File: config.mk
export PLATFORM = sky130hd
export DESIGN_NAME = ysyx_220053_mem_arb
export DESIGN_NICKNAME = d
export VERILOG_FILES = /design/src/rtl/ysyx_220053_arb_pkg.sv /design/src/rtl/ysyx_220053_arb_rr_pick.sv /design/src/rtl/ysyx_220053_mem_arb.sv
export SDC_FILE = /design/constraint.sdc
export NUM_CORES = 1
export LEC_CHECK = 0
export ABC_CLOCK_PERIOD_IN_PS = 4300
export CAP_MARGIN = 20
export CORE_AREA = 3 3 211 213
export DETAILED_ROUTE_END_ITERATION = 8
export DIE_AREA = 0 0 214 216
export PLACE_DENSITY_LB_ADDON = 0.15
export SKIP_LAST_GASP = 1
export SLEW_MARGIN = 20
export SYNTH_ARGS = -nofsm -noshare
export SYNTH_HDL_FRONTEND = slang
export SYNTH_HIERARCHICAL = 1
export SYNTH_SLANG_ARGS = --single-unit
export TNS_END_PERCENT = 100
File: constraint.sdc
create_clock -name clk -period 4.3 [get_ports clk]
set_clock_uncertainty 0.05 [all_clocks]
set_input_delay 0.43 -clock clk [delete_from_list [all_inputs] [get_ports clk]]
set_output_delay 0.43 -clock clk [all_outputs]
set_load 0.005 [all_outputs]
File: src/rtl/ysyx_220053_arb_pkg.sv
// Shared types and default widths for the IF/LS memory arbiter.
package ysyx_220053_arb_pkg;

    localparam int ARB_ADDR_W = 64;
    localparam int ARB_DATA_W = 64;

    // Transaction sequencer states
    typedef enum logic [1:0] {
        IDLE = 2'd0,
        REQ  = 2'd1,
        WAIT = 2'd2,
        DONE = 2'd3
    } arb_state_t;

    // Which requester owns the current transaction
    typedef enum logic {
        OWN_IF = 1'b0,
        OWN_LS = 1'b1
    } arb_owner_t;

endpackage

File: src/rtl/ysyx_220053_arb_rr_pick.sv
// Combinational two-way round-robin selector: a lone requester always wins,
// and when both ask the one that did not win last time is chosen.
module ysyx_220053_arb_rr_pick
    import ysyx_220053_arb_pkg::*;
(
    input  logic       if_valid,
    input  logic       ls_valid,
    input  arb_owner_t last_grant,
    output logic       grant_valid,
    output arb_owner_t grant_owner
);

    // Pick the winner from the current requests and the previous grant
    always_comb begin
        grant_valid = if_valid | ls_valid;
        grant_owner = OWN_IF;
        if (if_valid && ls_valid) begin
            grant_owner = (last_grant == OWN_IF) ? OWN_LS : OWN_IF;
        end else if (ls_valid) begin
            grant_owner = OWN_LS;
        end
    end

endmodule

File: src/rtl/ysyx_220053_mem_arb.sv
// Two-requester arbiter/sequencer for the shared memory port.
// IF (fetch, read-only) and LS (load/store) compete; one transaction is
// granted at a time, issued on the downstream request channel, and its
// response is routed back to the owner.
// Optional: define YSYX_220053_ARB_PERF_EN to add saturating performance
// counters (perf_if_grants, perf_ls_grants, perf_wait_cycles).
module ysyx_220053_mem_arb
    import ysyx_220053_arb_pkg::*;
#(
    parameter int ADDR_W = ARB_ADDR_W,
    parameter int DATA_W = ARB_DATA_W,
    parameter int MASK_W = DATA_W / 8
) (
    input  logic              clk,
    input  logic              rst,
    input  logic              if_valid,
    input  logic [ADDR_W-1:0] if_addr,
    output logic              if_ready,
    output logic              if_rvalid,
    output logic [DATA_W-1:0] if_rdata,
    input  logic              ls_valid,
    input  logic [ADDR_W-1:0] ls_addr,
    input  logic              ls_wen,
    input  logic [DATA_W-1:0] ls_wdata,
    input  logic [MASK_W-1:0] ls_wmask,
    output logic              ls_ready,
    output logic              ls_rvalid,
    output logic [DATA_W-1:0] ls_rdata,
    output logic              mem_req_valid,
    input  logic              mem_req_ready,
    output logic [ADDR_W-1:0] mem_addr,
    output logic              mem_wen,
    output logic [DATA_W-1:0] mem_wdata,
    output logic [MASK_W-1:0] mem_wmask,
    input  logic              mem_resp_valid,
    input  logic [DATA_W-1:0] mem_rdata
`ifdef YSYX_220053_ARB_PERF_EN
    ,
    output logic [31:0]       perf_if_grants,
    output logic [31:0]       perf_ls_grants,
    output logic [31:0]       perf_wait_cycles
`endif
);

    arb_state_t        state_q, state_d;
    arb_owner_t        owner_q, owner_d;
    arb_owner_t        last_grant_q, last_grant_d;
    logic [ADDR_W-1:0] addr_q, addr_d;
    logic              wen_q, wen_d;
    logic [DATA_W-1:0] wdata_q, wdata_d;
    logic [MASK_W-1:0] wmask_q, wmask_d;
    logic [DATA_W-1:0] if_rdata_q, if_rdata_d;
    logic [DATA_W-1:0] ls_rdata_q, ls_rdata_d;

    logic       pick_valid;
    arb_owner_t pick_owner;

    ysyx_220053_arb_rr_pick u_pick (
        .if_valid    (if_valid),
        .ls_valid    (ls_valid),
        .last_grant  (last_grant_q),
        .grant_valid (pick_valid),
        .grant_owner (pick_owner)
    );

    // Next-state logic: grant in IDLE, issue in REQ, collect in WAIT, notify in DONE.
    // The ready pulses are combinational, so they are also qualified by rst to
    // keep every output low while reset is held.
    always_comb begin
        state_d      = state_q;
        owner_d      = owner_q;
        last_grant_d = last_grant_q;
        addr_d       = addr_q;
        wen_d        = wen_q;
        wdata_d      = wdata_q;
        wmask_d      = wmask_q;
        if_rdata_d   = if_rdata_q;
        ls_rdata_d   = ls_rdata_q;
        if_ready     = 1'b0;
        ls_ready     = 1'b0;
        case (state_q)
            IDLE: begin
                if (pick_valid && rst) begin
                    state_d      = REQ;
                    owner_d      = pick_owner;
                    last_grant_d = pick_owner;
                    if (pick_owner == OWN_IF) begin
                        addr_d   = if_addr;
                        wen_d    = 1'b0;
                        wdata_d  = '0;
                        wmask_d  = '0;
                        if_ready = 1'b1;
                    end else begin
                        addr_d   = ls_addr;
                        wen_d    = ls_wen;
                        wdata_d  = ls_wdata;
                        wmask_d  = ls_wen ? ls_wmask : '0;
                        ls_ready = 1'b1;
                    end
                end
            end
            REQ: begin
                if (mem_req_ready) begin
                    state_d = WAIT;
                end
            end
            WAIT: begin
                if (mem_resp_valid) begin
                    state_d = DONE;
                    if (owner_q == OWN_IF) begin
                        if_rdata_d = mem_rdata;
                    end else begin
                        ls_rdata_d = mem_rdata;
                    end
                end
            end
            DONE: begin
                state_d = IDLE;
            end
            default: begin
                state_d = IDLE;
            end
        endcase
    end

    // State and transaction registers; reset abandons any in-flight transaction
    always_ff @(posedge clk or negedge rst) begin
        if (!rst) begin
            state_q      <= IDLE;
            owner_q      <= OWN_IF;
            last_grant_q <= OWN_LS;
            addr_q       <= '0;
            wen_q        <= 1'b0;
            wdata_q      <= '0;
            wmask_q      <= '0;
            if_rdata_q   <= '0;
            ls_rdata_q   <= '0;
        end else begin
            state_q      <= state_d;
            owner_q      <= owner_d;
            last_grant_q <= last_grant_d;
            addr_q       <= addr_d;
            wen_q        <= wen_d;
            wdata_q      <= wdata_d;
            wmask_q      <= wmask_d;
            if_rdata_q   <= if_rdata_d;
            ls_rdata_q   <= ls_rdata_d;
        end
    end

    // Output decode from registered state
    always_comb begin
        mem_req_valid = (state_q == REQ);
        mem_addr      = addr_q;
        mem_wen       = wen_q;
        mem_wdata     = wdata_q;
        mem_wmask     = wmask_q;
        if_rvalid     = (state_q == DONE) && (owner_q == OWN_IF);
        ls_rvalid     = (state_q == DONE) && (owner_q == OWN_LS);
        if_rdata      = if_rdata_q;
        ls_rdata      = ls_rdata_q;
    end

`ifdef YSYX_220053_ARB_PERF_EN
    logic [31:0] perf_if_q, perf_if_d;
    logic [31:0] perf_ls_q, perf_ls_d;
    logic [31:0] perf_wait_q, perf_wait_d;

    // Saturating grant and busy-cycle counters
    always_comb begin
        perf_if_d   = perf_if_q;
        perf_ls_d   = perf_ls_q;
        perf_wait_d = perf_wait_q;
        if (if_ready && (perf_if_q != 32'hFFFF_FFFF)) begin
            perf_if_d = perf_if_q + 32'd1;
        end
        if (ls_ready && (perf_ls_q != 32'hFFFF_FFFF)) begin
            perf_ls_d = perf_ls_q + 32'd1;
        end
        if (((state_q == REQ) || (state_q == WAIT)) && (perf_wait_q != 32'hFFFF_FFFF)) begin
            perf_wait_d = perf_wait_q + 32'd1;
        end
    end

    // Counter registers
    always_ff @(posedge clk or negedge rst) begin
        if (!rst) begin
            perf_if_q   <= '0;
            perf_ls_q   <= '0;
            perf_wait_q <= '0;
        end else begin
            perf_if_q   <= perf_if_d;
            perf_ls_q   <= perf_ls_d;
            perf_wait_q <= perf_wait_d;
        end
    end

    assign perf_if_grants   = perf_if_q;
    assign perf_ls_grants   = perf_ls_q;
    assign perf_wait_cycles = perf_wait_q;
`endif

endmodule
==> flow_summary.rst <==
.. list-table::
   :header-rows: 1

   * - Metric
     - Value
   * - Via Count
     - approximately 8600
   * - Cell area reported after detailed placement
     - around 0.017 sq mm
   * - Routed length per instance
     - between 15 and 20 um
   * - Fin crit period
     - about 2.8 ns
   * - Clock tree from TritonCTS
     - built
   * - Overall die width
     - 214 um
   * - Final Total Pwr
     - between 0.01 and 0.015 W
   * - CTS H-tree depth
     - 2
   * - Leak Pwr
     - between 8 and 9 nW
   * - Max incr delay on CP
     - 0.57 ns
   * - Number of distinct library cells after synthesis
     - 29
   * - Cell taking the most area after synthesis
     - sky130_fd_sc_hd__dfrtp_1
   * - Nets
     - 1706
   * - Worst min-delay path class
     - in2async
   * - Setup TNS
     - 0 ns
   * - Placeable core region
     - between 0.04 and 0.05 sq mm
   * - Via count normalized by instance count
     - between 4 and 5
   * - Warning count from the yosys run
     - 6
   * - TritonCTS Buffers
     - 34
   * - Number of sinks handled by clock tree synthesis
     - about 270
   * - # IOs
     - 541
   * - Worst path buffer plus inverter count
     - 2
   * - Startpoint type of the worst setup path
     - flop
   * - Register-to-register setup slack
     - between 1.5 and 2 ns
   * - Unrepaired setup endpoints after global routing
     - no
   * - Post-route ant nets
     - 0
   * - Avg Synthesized Cell Area
     - roughly 12 sq um
   * - Category of the critical setup timing path
     - reg2out
   * - Max-Cap Viols
     - 0
   * - Worst slew slack as a fraction of its limit
     - 0.364
   * - Crit end category
     - primary output
   * - Iteration count of the initial detailed-routing pass
     - 4
   * - Capture point of the worst reg-to-reg path
     - if_rdata[60]$_DFFE_PN0P_
   * - Clock transition at the register clock pins on the worst setup and hold paths after CTS
     - about 0.060 ns
   * - Arrival time reported for the critical path endpoint
     - 2.32 ns
   * - Post-CTS Repair Setup Buffers
     - 0
   * - Run status
     - finished, final reports clean
   * - Setup slack at placement
     - approximately 1.5 ns
   * - Max Fanout on Critical Path
     - 4
   * - Initial standard-cell utilization of the core
     - 0.258
   * - Via count of the first global-routing pass
     - just over 9000
   * - Tightest Pin Transition
     - about 0.95 ns
   * - Final setup violation count
     - 0
   * - Non-Filler Instances
     - between 2000 and 2500
   * - Maximum buffer depth of the clock tree
     - 3
   * - Top area cells in the synthesized netlist
     - sky130_fd_sc_hd__dfrtp_1 (61%), sky130_fd_sc_hd__mux2_4 (8.2%), sky130_fd_sc_hd__nand2_1 (7.4%)
   * - Cell chosen for the clock root
     - sky130_fd_sc_hd__clkbuf_16
   * - Die Area
     - between 0.04 and 0.05 sq mm
   * - Layout cells sized above 1
     - 0.133
   * - Slowest stage cell, crit path
     - sky130_fd_sc_hd__clkdlybuf4s50_1
   * - VDD IR max
     - approximately 240 uV
   * - Post-cts repair resize count
     - 0
   * - Vertical die dimension
     - around 220 um
   * - First-pass GRT wire length
     - just under 60 mm
   * - Area added between synthesis and finish
     - 64.8%
   * - Number of antenna violations at the first check in global routing
     - 4
   * - Final estimated routing congestion in global placement
     - roughly 0.76
   * - Worst reg-to-reg path cell count
     - 5
   * - Row count
     - 76
   * - Data required, critical path
     - around 3.8 ns
   * - Top cell type's share of synthesized area
     - 0.607
   * - Mapped Nets
     - 1173
   * - Total wirelength of the detailed-routed design
     - 39.7 mm
   * - Max-slew violations
     - 0
   * - Maximum number of pins on one net before global-route repair
     - about 150
   * - Top library cells by usage in the layout, fill and taps aside
     - sky130_fd_sc_hd__clkdlybuf4s50_1 (539), sky130_fd_sc_hd__dfrtp_1 (268), sky130_fd_sc_hd__nand2_1 (217), sky130_fd_sc_hd__nand3_1 (72)
   * - Highest Clock Rate
     - between 300 and 400 MHz
   * - Critical path startpoint
     - state_q[0]$_DFFE_PN0P_
   * - Final Instance Area
     - roughly 0.018 sq mm
   * - Register bit total from synthesis
     - about 270
   * - Setup slack of the critical path after layout
     - about 1.5 ns
   * - Half-perimeter wire length after detailed placement
     - a little under 30 mm
   * - Most frequent standard cell in the layout excluding fill and tap cells
     - sky130_fd_sc_hd__clkdlybuf4s50_1
   * - Count of endpoints failing hold in the final timing report
     - 0
   * - Share of the yosys chip area belonging to registers
     - 0.609
   * - Global-route total usage across every layer
     - 0.168
   * - CP delay by family, top
     - buffers and inverters
   * - Ordered cell list for the critical path
     - inv_1 -> ha_1 -> nand3_4 -> nor2_1 -> clkdlybuf4s50_1
   * - Initial detailed-routing violation count
     - 424
   * - Worst r2r src
     - state_q[0]$_DFFE_PN0P_
   * - Post-Syn Instances
     - about 900
   * - Number of remaining DRC errors
     - 0
   * - Leftover overflow at the end of global routing
     - 0
   * - Later-pin clock latency in the skew report
     - approximately 0.52 ns
   * - Post-route fraction of the period consumed by the critical path
     - 0.651
   * - Dpl cells
     - around 2000
   * - Hold-fix buffers, CTS
     - 1
   * - Ratio of total power to cell area
     - roughly 670 mW/mm^2
   * - Total of buffers placed on input and output ports
     - 540
   * - Post-synthesis cell area
     - around 0.011 sq mm
layer usage:
| metal | vias to the layer above | track usage | wire length (um) |
|---|---|---|---|
| li1 | 4105 | - | - |
| met1 | 4124 | 0.197 | 15800 |
| met2 | 335 | 0.282 | 19300 |
| met3 | 56 | 0.0643 | 3450 |
| met4 | 2 | 0.0621 | 1160 |
| met5 | - | 0 | 13 |
flip-flops by register name, indices dropped and copies added (netlist names):
signal        flops
if_rdata         64
mem_wmask         8
mem_addr         64
ls_rdata         64
last_grant_q      1
state_q           2
owner_q           1
mem_wen           1
mem_wdata        64
how the worst max path moves through the flow:
| stage | endpoint | slack [ns] | cells past startpoint |
|---|---|---|---|
| 6_report | if_ready | 1.50 | 5 |
| 5_1_grt | ls_ready | 1.33 | 6 |
| 4_1_cts | if_ready | 1.43 | 5 |
| 3_5_place_dp | if_rdata[5]$_DFFE_PN0P_ | 1.52 | 4 |
| 3_3_place_gp | if_rdata[11]$_DFFE_PN0P_ | 1.53 | 4 |
| 2_1_floorplan | if_ready | 2.54 | 6 |
cell type report:
cell class	count	area, sq um
Antenna cell	3	7.51
Clock buffer	54	1040
Clock inverter	7	91.3
Fill cell	4085	24700
Inverter	5	18.8
Multi-Input combinational cell	564	4000
Sequential cell	269	6730
Tap cell	585	732
Timing Repair Buffer	556	5580
synthesized netlist by cell type:
master / instances
sky130_fd_sc_hd__a222oi_1: 1
sky130_fd_sc_hd__mux2_4: 60
sky130_fd_sc_hd__buf_4: 5
sky130_fd_sc_hd__nand3_1: 73
sky130_fd_sc_hd__mux2i_1: 64
sky130_fd_sc_hd__nand3b_1: 1
sky130_fd_sc_hd__mux2_2: 63
sky130_fd_sc_hd__a21boi_1: 1
sky130_fd_sc_hd__and2_1: 1
sky130_fd_sc_hd__and3_1: 1
sky130_fd_sc_hd__buf_1: 8
sky130_fd_sc_hd__ha_1: 5
sky130_fd_sc_hd__buf_2: 29
sky130_fd_sc_hd__buf_6: 7
sky130_fd_sc_hd__clkbuf_1: 10
sky130_fd_sc_hd__nand3_2: 1
sky130_fd_sc_hd__o21ai_0: 64
sky130_fd_sc_hd__or2_1: 1
sky130_fd_sc_hd__nor2_1: 1
sky130_fd_sc_hd__a22o_1: 1
sky130_fd_sc_hd__inv_2: 1
sky130_fd_sc_hd__nor2b_1: 1
sky130_fd_sc_hd__inv_1: 4
sky130_fd_sc_hd__and2_0: 1
sky130_fd_sc_hd__o32a_1: 1
sky130_fd_sc_hd__nand2_1: 217
sky130_fd_sc_hd__mux2_1: 6
sky130_fd_sc_hd__dfstp_2: 1
sky130_fd_sc_hd__dfrtp_1: 268
through the flow:
step	hold slack [ns]	util
after CTS	0.322	0.424
final	0.342	0.425
after floorplan	0.0844	-
after detailed placement	0.287	0.398
after global routing	0.334	0.424
after global placement	0.286	0.398
power breakdown:
group | internal [W] | total, W | leakage [nW] | switching [W]
registers | 0.00368 | 0.00433 | 3.36 | 0.000647
logic | 0.00314 | 0.00494 | 4.37 | 0.00180
clock network | 0.00178 | 0.00290 | 0.550 | 0.00112
logic make-up (layout without fill, tap and decap cells):
logic type | count (synthesis) | after routing | synth area share
other | 0 | 3 | 0
muxes | 193 | 193 | 0.210
adders and majority gates | 5 | 5 | 0.00566
AOI/OAI and AO/OA | 68 | 68 | 0.0323
buffers and inverters | 64 | 622 | 0.0315
DFF | 269 | 269 | 0.609
and+or+nand+nor | 298 | 298 | 0.112
No activity file was read; power rests on OpenSTA's default activity.
